$ cat src/rtl/regfile_pkg.sv
// Shared types and constants for the parametrised MIPS register file.
package regfile_pkg;

    typedef enum logic {RF_INIT, RF_RUN} rf_state_t;

    localparam int REG_ZERO = 0;
    localparam int REG_K0   = 26;
    localparam int REG_K1   = 27;
    localparam int REG_GP   = 28;
    localparam int REG_SP   = 29;
    localparam int REG_FP   = 30;
    localparam int REG_RA   = 31;

    // r0 plus the kernel/stack/return registers r26..r31
    localparam logic [31:0] PROT_MASK_DEFAULT = 32'hFC00_0001;

endpackage

$ cat src/rtl/regfile_rd_port.sv
// One combinational read port: zero register, init blanking and same-cycle write bypass.
module regfile_rd_port #(
    parameter int DATA_W = 32,
    parameter int ADDR_W = 5,
    parameter bit BYPASS = 1'b1
) (
    input  logic [ADDR_W-1:0] addr,
    input  logic [DATA_W-1:0] arr_data,
    input  logic              run,
    input  logic              wr_acc,
    input  logic [ADDR_W-1:0] wr_addr,
    input  logic [DATA_W-1:0] wr_data,
    input  logic              pw_acc,
    input  logic [ADDR_W-1:0] pw_addr,
    input  logic [DATA_W-1:0] pw_data,
    output logic [DATA_W-1:0] data
);

    always_comb begin
        data = '0;
        if (run && addr != '0) begin
            data = arr_data;
            if (BYPASS) begin
                if (pw_acc && pw_addr == addr) begin
                    data = pw_data;
                end else if (wr_acc && wr_addr == addr) begin
                    data = wr_data;
                end
            end
        end
    end

endmodule

$ cat src/rtl/regfile_param.sv
// Register file with NUM_RD read ports, a normal and a privileged write port,
// and a post-reset clear sweep of DEPTH cycles before ready rises.
module regfile_param
    import regfile_pkg::*;
#(
    parameter int                      DATA_W    = 32,
    parameter int                      ADDR_W    = 5,
    parameter int                      NUM_RD    = 2,
    parameter logic [(2**ADDR_W)-1:0]  PROT_MASK = PROT_MASK_DEFAULT,
    parameter bit                      BYPASS    = 1'b1,
    parameter logic [DATA_W-1:0]       INIT_VAL  = '0
) (
    input  logic                       clk,
    input  logic                       rst,
    input  logic [NUM_RD*ADDR_W-1:0]   rd_addr,
    output logic [NUM_RD*DATA_W-1:0]   rd_data,
    input  logic                       wr_en,
    input  logic [ADDR_W-1:0]          wr_addr,
    input  logic [DATA_W-1:0]          wr_data,
    input  logic                       pw_en,
    input  logic [ADDR_W-1:0]          pw_addr,
    input  logic [DATA_W-1:0]          pw_data,
    output logic                       ready,
    output logic                       wr_drop
);

    localparam int DEPTH = 2**ADDR_W;

    rf_state_t         state;
    rf_state_t         state_nxt;
    logic [ADDR_W-1:0] cnt;
    logic [DATA_W-1:0] mem [DEPTH];
    logic              run;
    logic              wr_acc;
    logic              pw_acc;
    logic              drop_nxt;

    assign run   = (state == RF_RUN);
    assign ready = run;

    // privileged port wins an address collision, so the normal write yields
    assign wr_acc = run && wr_en && !PROT_MASK[wr_addr] && !(pw_en && pw_addr == wr_addr);
    assign pw_acc = run && pw_en && (pw_addr != '0);

    assign drop_nxt = (wr_en && !wr_acc) || (pw_en && !pw_acc);

    always_ff @(posedge clk) begin
        if (rst) begin
            state <= RF_INIT;
        end else begin
            state <= state_nxt;
        end
    end

    always_comb begin
        state_nxt = state;
        if (state == RF_INIT && (&cnt)) begin
            state_nxt = RF_RUN;
        end
    end

    always_ff @(posedge clk) begin
        if (rst) begin
            cnt     <= '0;
            wr_drop <= 1'b0;
        end else begin
            wr_drop <= drop_nxt;
            if (state == RF_INIT) begin
                cnt <= cnt + 1'b1;
            end
        end
    end

    // No reset on the array; r0 is never stored since every read of it returns 0
    always_ff @(posedge clk) begin
        if (!rst) begin
            if (state == RF_INIT && cnt != '0) begin
                mem[cnt] <= INIT_VAL;
            end
            if (wr_acc) begin
                mem[wr_addr] <= wr_data;
            end
            if (pw_acc) begin
                mem[pw_addr] <= pw_data;
            end
        end
    end

    for (genvar k = 0; k < NUM_RD; k++) begin : g_rd
        logic [ADDR_W-1:0] addr_k;
        assign addr_k = rd_addr[k*ADDR_W +: ADDR_W];

        regfile_rd_port #(
            .DATA_W (DATA_W),
            .ADDR_W (ADDR_W),
            .BYPASS (BYPASS)
        ) u_rd (
            .addr     (addr_k),
            .arr_data (mem[addr_k]),
            .run      (run),
            .wr_acc   (wr_acc),
            .wr_addr  (wr_addr),
            .wr_data  (wr_data),
            .pw_acc   (pw_acc),
            .pw_addr  (pw_addr),
            .pw_data  (pw_data),
            .data     (rd_data[k*DATA_W +: DATA_W])
        );
    end

endmodule

$ cat config.mk
export PLATFORM = sky130hd
export DESIGN_NAME = regfile_param
export DESIGN_NICKNAME = d
export VERILOG_FILES = /design/src/rtl/regfile_pkg.sv /design/src/rtl/regfile_rd_port.sv /design/src/rtl/regfile_param.sv
export SDC_FILE = /design/constraint.sdc
export NUM_CORES = 2
export LEC_CHECK = 0
export CORE_AREA = 4 4 368 370
export CTS_CLUSTER_SIZE = 20
export DETAILED_ROUTE_END_ITERATION = 16
export DIE_AREA = 0 0 372 374
export MAX_ROUTING_LAYER = met4
export SKIP_LAST_GASP = 1
export SYNTH_ARGS = -nofsm -noshare
export SYNTH_HDL_FRONTEND = slang
export SYNTH_SLANG_ARGS = --single-unit
$ cat constraint.sdc
create_clock -name clk -period 10.8 [get_ports clk]
set_input_delay 2.16 -clock clk [delete_from_list [all_inputs] [get_ports clk]]
set_output_delay 2.16 -clock clk [all_outputs]
set_load 0.005 [all_outputs]
; Yosys cells after proc, flatten, opt, wreduce, memory -nomap -nowiden
; Memories as Yosys holds them, arrays and structs flattened.
; Index checks and enable logic that the tools add are counted.
[word_totals]
mem_count = 2
register_bits = 7
mem_bits_rw = 1024
output_inout_bits = 66
in_bits = 88
elab_cells = 59
mem_bits_ro = 32
[mem_list]
columns = memory, words, width, rd, rd_ports_with_merged_regs, write_ports, line
row1 = mem, 32, 32, 2, 0, 2, regfile_param.sv:32  ; logic [DATA_W-1:0] mem [DEPTH];
row2 = (no name shown), 32, 1, 1, 0, 0, regfile_param.sv:42  ; assign wr_acc = run && wr_en && !PROT_MASK[wr_addr] && !(pw_en && pw_addr == wr_addr);
[classes]
n_eq_ne = 5
muxes = 19
bitwise = 1
n_reduce_logical = 27
add_sub_neg = 1
magnitude_cmp = 1
[ops]
columns = op, n
row1 = 32-bit 2-to-1 mux, 7
row2 = 32-bit OR reduction, 1
row3 = 5-bit == test, 5
row4 = 5-bit nonzero test, 4
row5 = 1-bit logical AND, 16
row6 = 1-bit 2-to-1 mux, 11
row7 = 5-bit by 6-bit less-than comparator with 1-bit output (second input constant), 1
row8 = 5-bit by 1-bit adder with 5-bit output (second input constant), 1
row9 = 5-bit 2-to-1 mux, 1
row10 = 5-bit AND reduction, 1
row11 = 1-bit logical NOT, 4
row12 = 1-bit logical OR, 1
row13 = 1-bit inverter, 1

; Depth between registers and ports, before layout
[depth]
depth_word = 10
ltp_mapped = 11
mapped_depth_nobuf = 7

; By module
; From an unflattened synthesis, not the netlist that was laid out.
[hier_totals]
hier_cells = 6189
hier_area_um2 = 63001.7
[by_module_without_submodules]
columns = mod, cells_per_inst, n_inst, area_per_inst_um2, seq_area_each_um2
row1 = regfile_param, 5837, 1, 60371.7, 30889.6
row2 = regfile_rd_port, 176, 2, 1315.0, 0.0

; Worst setup path after synthesis
; Ideal clock, no wire load.
[synth_timing]
kind = input to register
startpoint = input wr_addr[2]
endpoint = memory mem[12][0] (enable)
slack_ns = 4.300
setup_ns = 0.472
t_arrival_ns = 6.028
t_required_ns = 10.328
path_buffers = 5
stages = 10
path_cell_list = buf_2 -> nor3_1 -> a211oi_2 -> o211a_1 -> buf_2 -> buf_6 -> buf_6 -> buf_6 -> mux2i_1 -> o32ai_1
[synth_rtl]
columns = element, line
row1 = start: declaration, regfile_param.sv:18  ; input logic [ADDR_W-1:0] wr_addr,
row2 = end: declaration, regfile_param.sv:32

; Worst setup path in the final report
[layout_timing]
startpoint = input rd_addr[0]
endpoint = output rd_data[15]
[layout_via]
elab_chain_len = 5
word_cells_on_any_way = 10
[layout_rtl]
columns = element, line
row1 = start: declaration, regfile_param.sv:15  ; input logic [NUM_RD*ADDR_W-1:0] rd_addr,
row2 = "parallel branches: the longest is 4 deep, another holds memory read 32 x 32 bit", -
row3 = 32-bit 2-to-1 mux (*), regfile_rd_port.sv:21  ; if (run && addr != '0) begin
row4 = end: declaration, regfile_param.sv:16  ; output logic [NUM_RD*DATA_W-1:0] rd_data,
; Every way passes the cells marked *.

==> summary.txt <==
Route
  – Final WL: about 240000 µm
  – Iter 0 DRT Violations: 7564
  – First-pass detailed-route iteration total: 8
  – Vias: slightly below 50000
  – Drt drc: 0
  – WL per Instance: approximately 33 µm
  – Vias/cell: 6.769
  – Antenna violation net count after detailed routing: 0

Yosys
  – Syn nets: between 5000 and 6000
  – Synthesized flop and latch total: between 1000 and 1500
  – Yosys cell types: 56
  – Syn Inst Count: 5616
  – Syn_area_per_cell: 10.79 µm²
  – Async set-reset flop share out of synthesis: 0%
  – Seq/Total Area, Yosys: approximately half
  – Ys Warns: 0
  – Ys flop type: edfxtp_1
  – Post-synth EDFFs: approximately 1000
  – Synthesized cell area: 0.06058 mm²

Clocking
  – Htree depth: 3
  – Root buffer cell: clkbuf_16
  – Clock buffer depth: 3
  – Post CTS Setup Buffer Count: 0
  – Worst-path clk slew: 0.05 ns
  – Clk Latency, worst-skew pair: 0.76 ns
  – Resize count post-CTS: 0
  – Hold Buf Count CTS: 0
  – Clock tree sinks: 1031
  – CTS buffer count: 110
  – CTS tree: built

Global route
  – Global route overflow: 0
  – Global Route Usage Sum: between 30% and 40%
  – Largest net degree at the start of global routing: 100
  – Vias in the first global route: 45500
  – Antenna violations before repair: 9
  – First-pass GRT wire length: 334100 µm

Floorplan
  – Ports: 154
  – Die height: around 370 µm
  – Initial Util: 45.68%
  – Core area: 0.1326 mm²
  – Row cnt: 134
  – DIE WIDTH: 372 µm
  – Die Area: 0.1391 mm²

STA
  – Clk_skew: 0.05427 ns
  – Final Cycle Share: 78.54%
  – Fmax: 117.9 MHz
  – Worst-Margin Slew: 1.335 ns
  – Crit path time final: roughly 8.5 ns
  – Setup Viol. Count Final: 0
  – RSZ-0062 raised after global routing: false
  – Total negative slack: 0 ns
  – Final hold vios: 0
  – Max Slew Vio Count: 0
  – Worst setup margin: 2.317 ns
  – Relative slew margins: 10.75%

Power and ir drop
  – Leak pwr: roughly 20 nW
  – Pwr dens: approximately 130 mW/mm²
  – Maximum VDD drop: 0.1354 mV

Final layout
  – Commonest non-fill, non-tap cell in the layout: nand2_1
  – Register area: 0.03089 mm²
  – Share of post-route cells with drive strength above 1: around 14%
  – Most frequent cells in the layout: nand2_1, o21ai_0, edfxtp_1, mux2i_1, mux4_2
  – Fillers: 11520
  – Final layout net count: 5419
  – Final Core Density: 50.43%
  – Multi-input logic area: between 0.02 and 0.03 mm²
  – Syn-to-layout area delta: 10.41%

Placed design
  – Port Buffer Count: 153
  – Routability congestion estimate: 0.8682
  – Setup WS pre-CTS: 2.425 ns
  – Final HPWL DP: 120000 µm

Setup path
  – Critical path peak fanout: 76
  – Worst EP arrival: between 6 and 7 ns
  – Critical Setup Path Class: in2out
  – CP Data Required Time: 8.64 ns
  – Crit path capture type: output port
  – Worst Setup Start Kind: input port

Run status
  – Status: finished, final reports clean

Worst hold path
  – Hold WC Path Type: reg2reg

Job
  – MaxCap Viol Count: 0
[through the flow]
| stage | area (µm²) | hold WS, ns | std cells | total power [mW] |
|---|---|---|---|---|
| 5_1_grt | 66880 | 0.6236 | 7191 | 9.068 |
| 3_5_place_dp | 63350 | 0.5709 | 6984 | 5.123 |
| 3_3_place_gp | 63350 | 0.5712 | 6984 | 5.119 |
| 2_1_floorplan | 60580 | 0.5364 | 5616 | 4.888 |
| 4_1_cts | 66870 | 0.5803 | 7185 | 8.873 |
| 6_report | 66880 | 0.5865 | 7191 | 8.872 |
[flip-flops by register name (all words and copies together), names as in the netlist]
name,count
mem,1024
cnt,5
ready,1
wr_drop,1
[worst max-delay path, cell delays in order]
cell and delay, ns:
buf_8 0.55, buf_4 0.69, buf_4 0.79, mux2_2 0.41
a21oi_1 0.15, o21ai_0 0.16, o22ai_1 0.17, a211o_1 0.15
nand3_1 0.27, clkdlybuf4s50_1 0.55
[kinds of logic (layout without fill, tap and decap cells)]
group	after synthesis	in the layout	synth area share (%)
compound gates	1743	1743	16.68
xor+xnor	28	28	0.4048
fa+ha+maj	3	3	0.06197
buf+inv	724	525	4.864
flops	1031	1031	50.99
mux	771	771	18.49
other cells	0	6	0
simple gates	1316	1316	8.511
[cell type report]
| class | count | share of cell area [%] |
|---|---|---|
| diodes | 6 | 0.02245 |
| clock inverters | 74 | 1.012 |
| inverters | 42 | 0.2357 |
| clock buffers | 127 | 4.243 |
| well taps | 1768 | 3.307 |
| flip-flops and latches | 1031 | 46.18 |
| repair buffers | 282 | 3.854 |
| multi-input cells | 3861 | 41.14 |
[cells in the mapped netlist (3+ instances only)]
| master | number | area, µm² |
|---|---|---|
| xor2_1 | 18 | 157.7 |
| edfxtp_1 | 1024 | 30750 |
| ha_1 | 3 | 37.54 |
| a21oi_1 | 127 | 635.6 |
| mux2_2 | 124 | 1396 |
| mux2i_1 | 381 | 3814 |
| inv_1 | 42 | 157.7 |
| nand2_1 | 1158 | 4347 |
| o21ai_0 | 1109 | 5550 |
| o21ai_1 | 16 | 80.08 |
| dfxtp_1 | 7 | 140.1 |
| nor2_1 | 46 | 172.7 |
| a31oi_1 | 5 | 31.28 |
| nor3_1 | 10 | 50.05 |
| a211o_1 | 125 | 1095 |
| xnor2_1 | 10 | 87.58 |
| or4_1 | 4 | 30.03 |
| clkbuf_1 | 503 | 1888 |
| buf_4 | 13 | 97.59 |
| mux4_2 | 266 | 5991 |
| nand4_1 | 3 | 18.77 |
| nand3_1 | 66 | 330.3 |
| buf_1 | 37 | 138.9 |
| a22oi_1 | 64 | 480.5 |
| and3_1 | 3 | 18.77 |
| o221ai_1 | 124 | 1086 |
| buf_2 | 125 | 625.6 |
| nand2b_1 | 5 | 31.28 |
| nor2b_1 | 4 | 25.02 |
| o22ai_1 | 153 | 957.2 |
| buf_6 | 3 | 33.78 |
| a41oi_1 | 3 | 26.28 |
[metal layers]
metal | share of wire, % | vias to the layer above | track usage (%) | routed length, µm
met1 | 36 | 23770 | 44.62 | 86220
met2 | 44 | 3513 | 51.19 | 106100
li1 | - | 20570 | - | -
met3 | 13 | 823 | 7.233 | 30690
met5 | 0 | - | - | 0
met4 | 6.6 | 0 | 18.76 | 15680
[path summary, 6_finish.rpt]
kind	from	endpoint	slack [ns]	cells after the start
worst max register to register	ready	mem[19][14]	6.29	7
worst min-delay path	cnt[1]	cnt[1]	0.59	2
worst max-delay path	rd_addr[0]	rd_data[15]	2.32	10
worst min register to register	cnt[1]	cnt[1]	0.59	2
[report_power, final]
part           total (mW)  internal (mW)  leakage (nW)  switching [mW]
combinational       0.687          0.236          10.7           0.452
sequential           4.37           4.36          7.97          0.0101
clock                3.82           2.12          1.72            1.70
Power figures use the tool's default switching activity.
